==> src/rtl/writeback_merge.sv <==
// Merges NUM_SRC result streams into one register-file write port through per-source FIFOs
// drained by a round-robin arbiter; also exports a pending-write mask and the JAL flush path.
module writeback_merge #(
  parameter int NUM_SRC = 2,
  parameter int DEPTH   = 4,
  parameter int XLEN    = 32,
  localparam int GW     = (NUM_SRC > 1) ? $clog2(NUM_SRC) : 1
) (
  input  logic                    clk,
  input  logic                    n_rst,
  input  logic [NUM_SRC-1:0]      src_valid,
  output logic [NUM_SRC-1:0]      src_ready,
  input  logic [NUM_SRC*5-1:0]    src_rd,
  input  logic [NUM_SRC*XLEN-1:0] src_data,
  input  logic                    jalF,
  input  logic [31:0]             target,
  output logic                    jal_flush,
  output logic [31:0]             j_target,
  output logic [XLEN-1:0]         write_data,
  output logic [4:0]              reg_num,
  output logic                    wen,
  output logic [4:0]              regD_ex,
  output logic [XLEN-1:0]         regD_val_ex,
  output logic                    regwrite_ex,
  output logic [GW-1:0]           grant_src,
  output logic [31:0]             pending_mask
);

  localparam int PW = (DEPTH > 1) ? $clog2(DEPTH) : 1;
  localparam int CW = PW + 1;

  logic [4:0]        fifo_rd   [NUM_SRC][DEPTH];
  logic [XLEN-1:0]   fifo_data [NUM_SRC][DEPTH];
  logic [DEPTH-1:0]  entry_vld [NUM_SRC];
  logic [PW-1:0]     wr_ptr    [NUM_SRC];
  logic [PW-1:0]     rd_ptr    [NUM_SRC];
  logic [CW-1:0]     count     [NUM_SRC];
  logic [GW-1:0]     last_grant;

  logic [NUM_SRC-1:0] push;
  logic [NUM_SRC-1:0] pop;
  logic               gnt_found;
  logic [GW-1:0]      gnt_idx;
  logic [4:0]         head_rd;
  logic [XLEN-1:0]    head_data;

  // Ready depends only on the registered count; x0 writes complete the handshake but are dropped.
  always_comb begin
    for (int i = 0; i < NUM_SRC; i++) begin
      src_ready[i] = (count[i] < CW'(DEPTH));
      push[i]      = src_valid[i] && src_ready[i] && (src_rd[5*i +: 5] != 5'd0);
    end
  end

  always_comb begin
    gnt_found = 1'b0;
    gnt_idx   = '0;
    for (int k = 1; k <= NUM_SRC; k++) begin
      if (!gnt_found && (count[(int'(last_grant) + k) % NUM_SRC] != '0)) begin
        gnt_found = 1'b1;
        gnt_idx   = GW'((int'(last_grant) + k) % NUM_SRC);
      end
    end
  end

  always_comb begin
    head_rd   = 5'd0;
    head_data = '0;
    for (int i = 0; i < NUM_SRC; i++) begin
      pop[i] = gnt_found && (gnt_idx == GW'(i));
      if (pop[i]) begin
        head_rd   = fifo_rd[i][rd_ptr[i]];
        head_data = fifo_data[i][rd_ptr[i]];
      end
    end
  end

  // Control state: pointers, occupancy, per-entry valid bits and arbiter history.
  always_ff @(posedge clk or negedge n_rst) begin
    if (!n_rst) begin
      for (int i = 0; i < NUM_SRC; i++) begin
        wr_ptr[i]    <= '0;
        rd_ptr[i]    <= '0;
        count[i]     <= '0;
        entry_vld[i] <= '0;
      end
      last_grant <= GW'(NUM_SRC - 1);
    end else begin
      for (int i = 0; i < NUM_SRC; i++) begin
        if (pop[i]) begin
          rd_ptr[i]               <= rd_ptr[i] + 1'b1;
          entry_vld[i][rd_ptr[i]] <= 1'b0;
        end
        if (push[i]) begin
          wr_ptr[i]               <= wr_ptr[i] + 1'b1;
          entry_vld[i][wr_ptr[i]] <= 1'b1;
        end
        count[i] <= count[i] + CW'(push[i]) - CW'(pop[i]);
      end
      if (gnt_found) last_grant <= gnt_idx;
    end
  end

  always_ff @(posedge clk) begin
    for (int i = 0; i < NUM_SRC; i++) begin
      if (push[i]) begin
        fifo_rd[i][wr_ptr[i]]   <= src_rd[5*i +: 5];
        fifo_data[i][wr_ptr[i]] <= src_data[XLEN*i +: XLEN];
      end
    end
  end

  // An entry stays visible in the mask until the edge that writes it.
  always_comb begin
    pending_mask = '0;
    for (int i = 0; i < NUM_SRC; i++) begin
      for (int j = 0; j < DEPTH; j++) begin
        if (entry_vld[i][j]) pending_mask[fifo_rd[i][j]] = 1'b1;
      end
    end
    pending_mask[0] = 1'b0;
  end

  assign wen         = gnt_found;
  assign reg_num     = head_rd;
  assign write_data  = head_data;
  assign grant_src   = gnt_idx;
  assign regD_ex     = head_rd;
  assign regD_val_ex = head_data;
  assign regwrite_ex = gnt_found;
  assign jal_flush   = jalF;
  assign j_target    = target;

endmodule

==> config.mk <==
export PLATFORM = sky130hd
export DESIGN_NAME = writeback_merge
export DESIGN_NICKNAME = d
export VERILOG_FILES = /design/src/rtl/writeback_merge.sv
export SDC_FILE = /design/constraint.sdc
export NUM_CORES = 1
export LEC_CHECK = 0
export ABC_AREA = 1
export BUFFER_PORTS_ARGS = -buffer_cell sky130_fd_sc_hd__buf_2
export CORE_MARGIN = 2
export CORE_UTILIZATION = 40
export DETAILED_ROUTE_END_ITERATION = 16
export PLACE_DENSITY = 0.68
export SETUP_SLACK_MARGIN = 0.5
export SLEW_MARGIN = 20
export SYNTH_ARGS = -nofsm -noshare
export SYNTH_HDL_FRONTEND = slang
export SYNTH_SLANG_ARGS = --single-unit
==> constraint.sdc <==
create_clock -name clk -period 3.1 [get_ports clk]
set_clock_uncertainty 0.1 [all_clocks]
set_input_delay 0.31 -clock clk [delete_from_list [all_inputs] [get_ports clk]]
set_output_delay 0.31 -clock clk [all_outputs]
set_load 0.01 [all_outputs]
# Yosys cells after proc, flatten, opt, wreduce, memory -nomap -nowiden
# Memories as Yosys holds them, arrays and structs flattened.
# Index checks and enable logic that the tools add are counted.
# W data, S select, Z words.
[classes] n_bitwise=22 n_reduce_logical=26 n_mux=76 n_addsub=10 n_lt_le_gt_ge=34
[ops] cell="$mux W32" count=16
[ops] cell="$mux W128" count=2
[ops] cell="$or A32 B32 Y32" count=7
[ops] cell="$bmux W32 S2" count=2
[ops] cell="$demux W32 S2" count=2
[ops] cell="$ge A32 B2 Y1 const B" count=2
[ops] cell="$not A32 Y32" count=2
[ops] cell="$lt A5 B6 Y1 const B" count=8
[ops] cell="$demux W1 S5" count=8
[ops] cell="$ge A5 B1 Y1 const B" count=8
[ops] cell="$mux W20" count=2
[ops] cell="$mux W5" count=8
[ops] cell="$logic_and A1 B1 Y1" count=21
[ops] cell="$bmux W5 S2" count=2
[ops] cell="$demux W5 S2" count=2
[ops] cell="$mux W1" count=18
[ops] cell="$mux W3" count=6
[ops] cell="$mux W4" count=4
[ops] cell="$ge A3 B3 Y1 const B" count=4
[ops] cell="$lt A2 B3 Y1 const B" count=4
[ops] cell="$not A2 Y3" count=4
[ops] cell="$reduce_bool A5 Y1" count=2
[ops] cell="$add A2 B1 Y2 const B" count=4
[ops] cell="$and A4 B4 Y4" count=2
[ops] cell="13 further kinds" count=28
[word_totals] mem_count=2 ff_bits=23 word_cells=179 mem_bits_rw=296
[mem_list] name="fifo_data" depth=2 width=128 read_ports=2 rd_ports_with_merged_regs=0 write_ports=2 line="33" rtl="logic [XLEN-1:0] fifo_data [NUM_SRC][DEPTH];"
[mem_list] name="fifo_rd" depth=2 width=20 read_ports=2 rd_ports_with_merged_regs=0 write_ports=2 line="32" rtl="logic [4:0] fifo_rd [NUM_SRC][DEPTH];"

# Longest topological paths before layout
# Gate-level depths: netlist of the first run.
# An unclocked memory read counts as a cell.
[depth] ltp_word=20 ltp_mapped=13 ltp_nobuf=12

# Worst setup path before layout of the first run
# Ideal clock, no wire load.
[synth_path] path_type="flip-flop to flip-flop" startpoint="register count[1] in the netlist's numbering" endpoint="register count[5] in the netlist's numbering" n_path_buf=1 arrival_ns=2.121 period_less_slack_ns=2.350 setup_time_ns=0.129 setup_slack_ns=0.750 stages_incl_launch_ff=12 required_time_ns=2.871 path_cell_list="dfrtp_1 -> nor2_1 -> nand2_2 -> a21oi_4 -> buf_6 -> ha_1 -> inv_1 -> ha_1 -> inv_1 -> fa_1 -> xnor2_1 -> xor2_1"
[synth_via] elab_chain_len=11 word_cells_on_any_way=17 cone_classes="add/sub: 1; mux: 10; bitwise: 1; reduce/logical: 5"
[synth_lines] element="start: declaration" line="37" rtl="logic [CW-1:0] count [NUM_SRC];"
[synth_lines] element="start signal: indexed assignment" line="98" rtl="count[i] <= count[i] + CW'(push[i]) - CW'(pop[i]);"
[synth_lines] element="$mux W3 (not written as such) (3 in series)" line="59" rtl="if (!gnt_found && (count[(int'(last_grant) + k) % NUM_SRC] != '0)) begin"
[synth_lines] element="$reduce_bool A3 Y1" line="59"
[synth_lines] element="$mux W1" line="59"
[synth_lines] element="$logic_not A1 Y1" line="59"
[synth_lines] element="$logic_and A1 B1 Y1" line="59"
[synth_lines] element="$mux W1" line="59"
[synth_lines] element="$not A1 Y1" line="70" rtl="pop[i] = gnt_found && (gnt_idx == GW'(i));"
[synth_lines] element="$logic_and A1 B1 Y1 (*)" line="70"
[synth_lines] element="net pop[0]" line="41" rtl="logic [NUM_SRC-1:0] pop;"
[synth_lines] element="$sub A3 B1 Y3 (*)" line="98"
# Mark *: on every way through the listed nets, which the timed path passes. The rest lies on a longest branch. The select of a mux whose other input is x is not followed.
# A chain may end at the register's enable or synchronous reset.

# Worst setup path after layout of the first run
[layout_path] startpoint="register rd_ptr[3] in the netlist's numbering" endpoint="output regD_val_ex[16]"
[layout_via] elab_chain_len=6
[layout_lines] element="start: declaration" line="36" rtl="logic [PW-1:0] rd_ptr [NUM_SRC];"
[layout_lines] element="start signal: indexed assignment" line="91" rtl="rd_ptr[i] <= rd_ptr[i] + 1'b1;"
[layout_lines] element="$not A2 Y3 (not written as such)" line="73" rtl="head_data = fifo_data[i][rd_ptr[i]];"
[layout_lines] element="$bmux W32 S2" line="73"
[layout_lines] element="$mux W32 (not written as such) (2 in series)" line="73"
[layout_lines] element="$mux W32 (2 in series)" line="71" rtl="if (pop[i]) begin"
[layout_lines] element="end: declaration" line="23" rtl="output logic [XLEN-1:0] regD_val_ex,"
# Every way passes these cells. The select of a mux whose other input is x is not followed.

==> results.md, run 1 <==
* Reg2reg end: count[5]
* Yosys top cell area share at 0.5594
* Synth Net Count at 1890
* Cell Rows at 73
* Startpoint types: flip-flop
* Largest net degree at the start of global routing at 39
* Vias per Instance at 5.193
* Hold Startpoint: src_valid[0]
* Antenna violations before repair at 0
* Compound-Gate Fraction of Synth Area at 0.07724
* Slew @ Worst Pin at 0.6417 ns
* Htree depth at 2
* Synth Area in Adders at 0.01827
* CP dominant cell by count: nand2_1
* Post-synth top area cell: edfxtp_1
* CP Max Fanout at 22
* # diodes at 0
* Share of cells above drive strength 1 at 0.1806
* ANT nets after route at 0
* Nets at 2125
* Period utilisation layout at 0.8205
* Total vias in the final route at 13196
* Post-synth EDFFs at 296
* Fill cells at 3733
* Reg2Reg Depth at 11
* Post-DP HPWL at 35.32 mm
* WP buf/inv at 2
* Aggregate global-route resource usage at 0.2477
* Largest family of logic cells by synthesized area: simple AND/OR/NAND/NOR gates
* LEAKAGE at 8.307 nW
* Worst Path Arrival at 2.13 ns
* Starting Density at 0.4027
* Synth Area in Simple Gates at 0.2332
* Post-synth top cells: nand2_1 (581), nor2_1 (330), edfxtp_1 (296), o21ai_0 (181), buf_4 (78)
* Fmax at 393.2 MHz
* Most frequent cell after synthesis: nand2_1
* Syn Area/Cell at 9.044 µm²
* Ports at 255
* Crit path time final at 2.543 ns
* Reg-to-Reg Start: count[1]
* Largest stage delay, worst path at 0.57 ns
* Pwr dens at 961.1 nW/µm²
* Max Slew Vio Count at 0
* Gate Count Post-Synth at 1757
* Outcome: finished, final reports clean
* CTS tree: done
* Worst-Skew Late Latency at 0.52 ns
* Width of the die at 203.3 µm
* Layout area overhead at 22.57%
* WL final at 51.60 mm
* Peak supply drop at 0.9169 mV
* Cell family with most CP delay: flip-flops
* GRT overflow at 0
* Crit path kind: flip-flop to primary output
* Worst reg2reg setup slack at 0.69 ns
* Hold Path Sink: wr_ptr[3]
* Hold path depth at 3
* Synth cell types at 31
* First-pass GRT wire length at 76.49 mm
* Post-Place Cells at 2387
* Core area at 39460 µm²
* CTS buffer count at 34
* First drt pass iteration count at 6
* Routability cong. at 1.002
* Port Buffer Count at 187
* Worst hold slack at 0.02563 ns
* Vias in the first global route at 12784
* Final Hold Vio Count at 0
* CP required at 2.69 ns
* Yosys reg bits at 319
* CP Cell Sequence: buf_16, o21ai_0, o21ai_1, nand2_1, nand2_1, buf_2
* Fin cells at 2541
* Top_reg_cell synth: edfxtp_1
* Hold Path Class: input port to flip-flop
* Post-synthesis mux area share at 0
* CP Capture Type: primary output
* Max Cap Viol at 0
* CP max-delay cell: dfrtp_4
* Initial DRC Count at 1101
* Area contributors post-synth: edfxtp_1 (56%), nand2_1 (14%), nor2_1 (7.8%)
* Clock transition at the registers of the reported paths at 0.06 ns
* Crit path from: rd_ptr[3]
* Synth Area in XOR/XNOR at 0.002756
* Syn. warnings at 0
* Worst slew margin at 0.5717
* DIE AREA at 41340 µm²
* # DRC at 0
* Fin Setup TNS at 0 ns
* Die Span Y at 203.3 µm
* Synthesized area at 15890 µm²
* Clock Sink Count at 319
* Share of synthesized registers carrying an async set or reset at 0.07210
* Final setup viols at 0
* Routed WL per cell at 20.31 µm
* Sequential area share after synthesis at 0.5957
* Clock Path Buffers at 3
* Unrepaired setup endpoints after global routing: yes
* CTS root buffer: clkbuf_16
## routing by layer
| layer | track usage | up-vias | wire length, µm |
|---|---|---|---|
| met5 | 0 | - | 0 |
| met4 | 0.1053 | 0 | 2293 |
| met3 | 0.03723 | 120 | 3920 |
| met2 | 0.4203 | 579 | 24840 |
| met1 | 0.3165 | 6307 | 20550 |
| li1 | - | 6190 | - |
## worst reg2reg max path, delay by kind of cell (launching register included)
family	cells	cell delay (ns)
and+or+nand+nor	2	0.28
xor gates and xnor gates	2	0.38
buffers and inverters	3	0.25
adders and majority gates	3	0.73
DFF	1	0.43
AOI/OAI and AO/OA	1	0.18
## through the flow
step	setup WS (ns)	instance area, µm²	total power [mW]	utilization
floorplan	0.7503	15890	11.14	-
global placement	0.6032	17100	13.62	0.4334
detailed placement	0.5828	17100	13.72	0.4334
CTS	0.4928	19220	18.35	0.4871
global route	0.4724	19480	19.78	0.4936
finish	0.5566	19480	18.72	0.4936
## placed cells by master (no fill, tap or decap), types with 12 or more instances in the layout
cell	n
a21oi_1	19
buf_2	187
buf_4	41
clkbuf_16	39
dfrtp_1	17
dlygate4sd3_1	75
edfxtp_1	296
ha_1	20
inv_1	72
nand2_1	564
nand2_2	17
nand3_1	12
nand4_1	12
nor2_1	310
nor2_2	20
nor3_1	15
o21ai_0	169
o21ai_1	45
## worst max path at each step
stage,cells after the start,slack (ns),endpoint
after global placement,11,0.60,count[5]
after detailed placement,11,0.58,count[5]
after floorplan,11,0.75,count[5]
after CTS,8,0.49,pending_mask[24]
final,6,0.56,regD_val_ex[16]
after global routing,8,0.47,pending_mask[11]
## sequential cells by signal (all words and copies together) (netlist names)
| register | cells |
|---|---|
| rd_ptr | 4 |
| entry_vld | 8 |
| last_grant | 1 |
| fifo_rd | 40 |
| count | 6 |
| fifo_data | 256 |
| wr_ptr | 4 |
## layout make-up
class / count / area [µm²] / share of cell area
sequential: 319 / 9482 / 0.4868
multi-input combinational: 1232 / 5431 / 0.2789
timing repair buffer: 328 / 2480 / 0.1273
clock buffer: 43 / 948.4 / 0.04869
tap: 525 / 656.9 / 0.03373
inverter: 77 / 321.6 / 0.01651
clock inverter: 17 / 157.7 / 0.008094
## report_power, final
part           switching, mW  total (mW)  internal, mW
combinational           5.79        8.81          3.02
clock                   1.61        4.02          2.41
sequential             0.423        5.89          5.47
total                   7.82        18.7          10.9
## logic make-up after synthesis
kind of cell | count (synthesis)
compound gates | 242
simple gates | 962
xor+xnor | 5
buf+inv | 206
flops | 319
fa+ha+maj | 22
other cells | 1
## what timing repair did
item / CTS / global route
cloned: 2 / 2
hold buffers: 75 / 0
buffers inserted: 7 / 8
endpoints found under the setup margin: 93 / 91
pin swaps: 0 / 4
hold endpoints to repair: 318 / 0
resized for setup: 44 / 55
Note: power is estimated with default switching activity, not from simulation.
==> run 2, diff against run 1 <==
==> constraint.sdc (replaced) <==
create_clock -name clk -period 2.4 [get_ports clk]
set_clock_uncertainty 0.1 [all_clocks]
set_input_delay 0.24 -clock clk [delete_from_list [all_inputs] [get_ports clk]]
set_output_delay 0.24 -clock clk [all_outputs]
set_load 0.01 [all_outputs]
==> run 2 against run 1 <==
The flow now finishes with violations (setup timing). First-iteration DRC count grew 49%. Worst hold slack gained 0.0028 ns. Die area unchanged. Critical path depth increased by 2.
==> results.md, run 2 (synthesis gave the netlist of run 1 again) <==
* Routed WL per cell at 22.38 µm
* Die Span Y at 203.3 µm
* Post-DP HPWL at 35.93 mm
* LEAKAGE at 9.485 nW
* Width of the die at 203.3 µm
* Htree depth at 2
* CP Capture Type: primary output
* Routability cong. at 1.007
* Crit path from: rd_ptr[0]
* Clock Sink Count at 319
* Fmax at 412.9 MHz
* ANT nets after route at 0
* Vias per Instance at 5.348
* Final Hold Vio Count at 0
* Outcome: finished, violations left
* WL final at 59.90 mm
* Nets at 2259
* Most common cell after layout, fill and taps aside: nand2_1
* Max Slew Vio Count at 0
* Aggregate global-route resource usage at 0.2668
* Worst slew margin at 0.6355
* # DRC at 0
* Unrepaired setup endpoints after global routing: yes
* Setup WS pre-CTS at 0.08219 ns
* Clock Path Buffers at 3
* Share of cells above drive strength 1 at 0.3468
* Ports at 255
* Final worst slack at -0.02191 ns
* Max Cap Viol at 0
* Peak supply drop at 1.420 mV
* Slew @ Worst Pin at 0.5468 ns
* GRT overflow at 0
* Starting Density at 0.4027
* # diodes at 0
* CTS buffer count at 34
* Total vias in the final route at 14312
* Largest net degree at the start of global routing at 38
* CTS tree: done
* Final setup viols at 6
* Core area at 39460 µm²
* Pwr dens at 1374 nW/µm²
* DIE AREA at 41340 µm²
* CTS root buffer: clkbuf_16
* Crit path kind: flip-flop to primary output
* Reg-to-Reg Start: count[4]
* Failing checks: setup timing
* Worst hold slack at 0.02847 ns
* Worst-Skew Late Latency at 0.51 ns
* Port Buffer Count at 187
* CP Max Fanout at 17
* Hold Startpoint: src_valid[0]
* Clock transition at the registers of the reported paths at 0.06 ns
* First drt pass iteration count at 5
* Cell Rows at 73
* Vias in the first global route at 13576
* Layout area overhead at 42.94%
* CP required at 2.06 ns
* First-pass GRT wire length at 82.32 mm
* Max reg flops at 256
* Hold Path Class: input port to flip-flop
* Highest-count cells in the layout ignoring fill and taps: nand2_1 (466), edfxtp_1 (296), nor2_1 (235)
* Initial DRC Count at 1638
* Antenna violations before repair at 0
* Crit path time final at 2.422 ns
* Worst Path Arrival at 2.08 ns
* Startpoint types: flip-flop
* Period utilisation layout at 1.009
[run 2: cell types whose count changed in the layout (fill, tap and decap cells not counted), sizes merged]
cell / delta
clkinvlp: +6
clkinv: -1
inv: -5
clkbuf: +7
buf: +128
bufinv: -2
dlygate4sd3: +2
[run 2: final cells by class]
| cell class | instances | area, µm² |
|---|---|---|
| Fill cell | 3292 | 16740 |
| Sequential cell | 319 | 9475 |
| Multi-Input combinational cell | 1232 | 6619 |
| Timing Repair Buffer | 462 | 4581 |
| Clock buffer | 46 | 895.9 |
| Tap cell | 525 | 656.9 |
| Inverter | 77 | 351.6 |
| Clock inverter | 15 | 133.9 |
[run 2: worst paths after layout]
| check | slack [ns] | end | cells past startpoint |
|---|---|---|---|
| worst max-delay path | -0.02 | regD_val_ex[17] | 8 |
| worst min-delay path | 0.03 | entry_vld[5] | 3 |
| worst max register to register | 0.06 | count[5] | 12 |
| worst min register to register | 0.44 | entry_vld[7] | 2 |
| max in group asynchronous | 1.61 | rd_ptr[1] | 2 |
| min in group asynchronous | 0.16 | entry_vld[7] | 2 |
[run 2: worst max-delay path, stage by stage, from the launching register on]
cell and delay [ns]:
dfrtp_2 0.41, buf_12 0.15, inv_8 0.10, buf_8 0.18
nor2_1 0.07, o21ai_0 0.21, nand2_1 0.19, nand2_4 0.14
buf_6 0.11
[run 2: layer usage]
layer / global-route usage / vias to the layer above / part of all wire
met2: 0.4543 / 781 / 0.49
met5: 0 / - / 0
met1: 0.3382 / 6870 / 0.38
li1: - / 6489 / -
met3: 0.03787 / 172 / 0.078
met4: 0.1207 / 0 / 0.049
[run 2: metrics by stage]
stage / cells / cell area, µm² / power [mW] / util / TNS (ns)
6_report: 2676 / 22710 / 31.20 / 0.5756 / -0.09928
5_1_grt: 2676 / 22710 / 32.51 / 0.5756 / -1.775
4_1_cts: 2618 / 20710 / 26.96 / 0.5248 / 0
3_5_place_dp: 2428 / 17480 / 18.14 / 0.4430 / 0
3_3_place_gp: 2428 / 17480 / 17.99 / 0.4430 / 0
2_1_floorplan: 1757 / 15930 / 14.42 / - / 0
[run 2: timing repair]
item,in CTS,in global routing
setup buffers,37,50
pin swaps,30,132
resized for setup,231,425
hold endpoints to repair,323,0
setup endpoints to repair,138,168
hold buffers,77,0
gates cloned,15,8
[run 2: where the power goes]
group	internal (mW)	total [mW]	switching (mW)	leakage (nW)
Sequential	7.05	7.57	0.518	2.96
Combinational	8.29	18.6	10.4	6.03
Clock	2.77	4.99	2.22	0.497
==> run 3, diff against run 2 <==
--- a/config.mk
+++ b/config.mk
@@ -9,9 +9,12 @@
 export BUFFER_PORTS_ARGS = -buffer_cell sky130_fd_sc_hd__buf_2
 export CORE_MARGIN = 2
 export CORE_UTILIZATION = 40
+export CTS_CLUSTER_SIZE = 8
 export DETAILED_ROUTE_END_ITERATION = 16
+export MAX_ROUTING_LAYER = met4
 export PLACE_DENSITY = 0.68
 export SETUP_SLACK_MARGIN = 0.5
+export SKIP_LAST_GASP = 1
 export SLEW_MARGIN = 20
 export SYNTH_ARGS = -nofsm -noshare
 export SYNTH_HDL_FRONTEND = slang
==> run 3 against run 2 <==
The flow still finishes with violations (setup timing). Cell area is 1.6% higher. Via count is 0.20% higher. Sequential power hardly changed. Cell count is 0.30% higher. Worst hold slack better by 0.0062 ns. Core utilization is 0.90 points higher. Die area stayed put. Setup slack worse by 0.035 ns. Total power is 0.39% lower. Register-to-register slack worse by 0.09 ns. Fmax is 1.4% lower. Largest cell class unchanged. Largest power group unchanged.
==> results.md, run 3 (synthesis gave the netlist of run 1 again) <==
* Outcome: finished, violations left
* Failing checks: setup timing
* Hold Path Class: input port to flip-flop
* # DRC at 0
* Worst slew margin at 0.6258
* CTS tree: done
* DIE AREA at 41340 µm²
* Htree depth at 2
* Post-DP HPWL at 36.05 mm
* Max Slew Vio Count at 0
* Final worst slack at -0.05696 ns
* CTS buffer count at 46
* First-pass GRT wire length at 83.79 mm
* WL final at 59.53 mm
* Fin cells at 2684
* Nets at 2271
* Cell family with most CP delay: buffers and inverters
* CP Max Fanout at 7
* Post-DP Area at 17440 µm²
* Aggregate global-route resource usage at 0.2808
* FF+latch area at 9475 µm²
* Multi-input logic area at 6679 µm²
* Final setup viols at 45
* Most common cell after layout, fill and taps aside: nand2_1
* Width of the die at 203.3 µm
* CTS root buffer: clkbuf_16
* Pwr dens at 1347 nW/µm²
* Clock transition at the registers of the reported paths at 0.05 ns
* Max Cap Viol at 0
* Unrepaired setup endpoints after global routing: yes
* Port Buffer Count at 187
* Clock Path Buffers at 3
* Worst-Skew Late Latency at 0.55 ns
* Total vias in the final route at 14341
* Core area at 39460 µm²
* Design Area, Final at 23070 µm²
* Layout area overhead at 45.17%
* Startpoint types: flip-flop
* Core Util, Final at 0.5846
* Crit path kind: flip-flop to primary output
* Period utilisation layout at 1.024
* Fill cells at 3231
* Fmax at 407.0 MHz
* Worst Path Arrival at 2.12 ns
* Largest net degree at the start of global routing at 61
* Routed WL per cell at 22.18 µm
* Highest-count cells in the layout ignoring fill and taps: nand2_1 (447), edfxtp_1 (296), nor2_1 (231)
* GRT overflow at 0
* Fin Setup TNS at -0.8078 ns
* WP buf/inv at 4
* Crit path time final at 2.457 ns
* Die Span Y at 203.3 µm
* LEAKAGE at 9.630 nW
* CP Capture Type: primary output
* Initial DRC Count at 1262
* Vias per Instance at 5.343
* Slew @ Worst Pin at 0.5613 ns
* Peak supply drop at 1.504 mV
* Clock Sink Count at 319
* Antenna violations before repair at 3
* Total chip power at 31.08 mW
* Final Hold Vio Count at 0
* Starting Density at 0.4027
* Largest stage delay, worst path at 0.42 ns
* Cell Rows at 73
* Max reg flops at 256
* ANT nets after route at 0
* Routability cong. at 0.9937
* CP required at 2.06 ns
* Share of cells above drive strength 1 at 0.3585
* First drt pass iteration count at 6
* CP Cell Sequence: buf_12, buf_12, buf_16, nor2_2, nor2_1, o21ai_1, o21ai_1, nand2_1, nand2_2, buf_6
* Post-Place Cells at 2425
* CP max-delay cell: dfrtp_2
* Vias in the first global route at 13804
* Ports at 255
[run 3: changes by cell type in the layout (fill, tap and decap cells not counted), moves of 10 or more]
cell	before	now
buf_4	116	93
nor2_4	41	53
clkbuf_16	40	51
buf_2	106	124
o21ai_0	98	114
nand2_4	62	37
nand2_2	56	99
nand2_1	466	447
o21ai_1	97	87
[run 3: layout make-up]
class | instances | share of cell area
diodes | 3 | 0.0003255
clock buffers | 62 | 0.05343
repair buffers | 462 | 0.1983
clock inverters | 4 | 0.003851
inverters | 77 | 0.01530
flip-flops and latches | 319 | 0.4108
multi-input cells | 1232 | 0.2895
well taps | 525 | 0.02848
[run 3: through the flow]
stage	hold slack [ns]	setup WS, ns
global route	0.04033	-0.1180
CTS	0.009879	-0.005136
detailed placement	0.1677	-0.2074
floorplan	-0.1556	0.1113
global placement	0.1661	-0.2150
finish	0.03468	-0.05696
[run 3: repair_timing]
item / CTS / global route
resized for setup: 340 / 310
endpoints found under the hold margin: 325 / 0
cloned: 17 / 4
endpoints found under the setup margin: 118 / 263
buffers inserted: 57 / 31
hold buffers: 81 / 0
pin swaps: 52 / 133
[run 3: report_power, final]
| part | internal [mW] | leakage (nW) | switching [mW] |
|---|---|---|---|
| clock | 3.74 | 0.640 | 2.29 |
| combinational | 7.66 | 6.03 | 9.83 |
| sequential | 7.07 | 2.96 | 0.493 |
| total | 18.5 | 9.63 | 12.6 |
[run 3: per-layer routing]
layer | GRT usage | vias to the layer above | part of all wire
li1 | - | 6507 | -
met1 | 0.3380 | 6923 | 0.38
met2 | 0.4745 | 735 | 0.50
met3 | 0.03803 | 176 | 0.072
met4 | 0.1202 | 0 | 0.047
met5 | - | - | 0
[run 3: worst paths after layout]
kind / from / end / slack, ns / cells past startpoint
hold reg to reg: entry_vld[0] / entry_vld[0] / 0.44 / 2
hold / removal: src_valid[0] / entry_vld[6] / 0.03 / 3
setup reg to reg: count[0] / count[5] / -0.03 / 12
setup / recovery: rd_ptr[0] / write_data[7] / -0.06 / 10
max in group asynchronous: n_rst / rd_ptr[1] / 1.64 / 2
min in group asynchronous: n_rst / rd_ptr[2] / 0.13 / 2
[run 3: tightest hold or removal path: stages]
cell and delay (ns):
buf_2 0.13, nand4_1 0.19, nand2_1 0.08
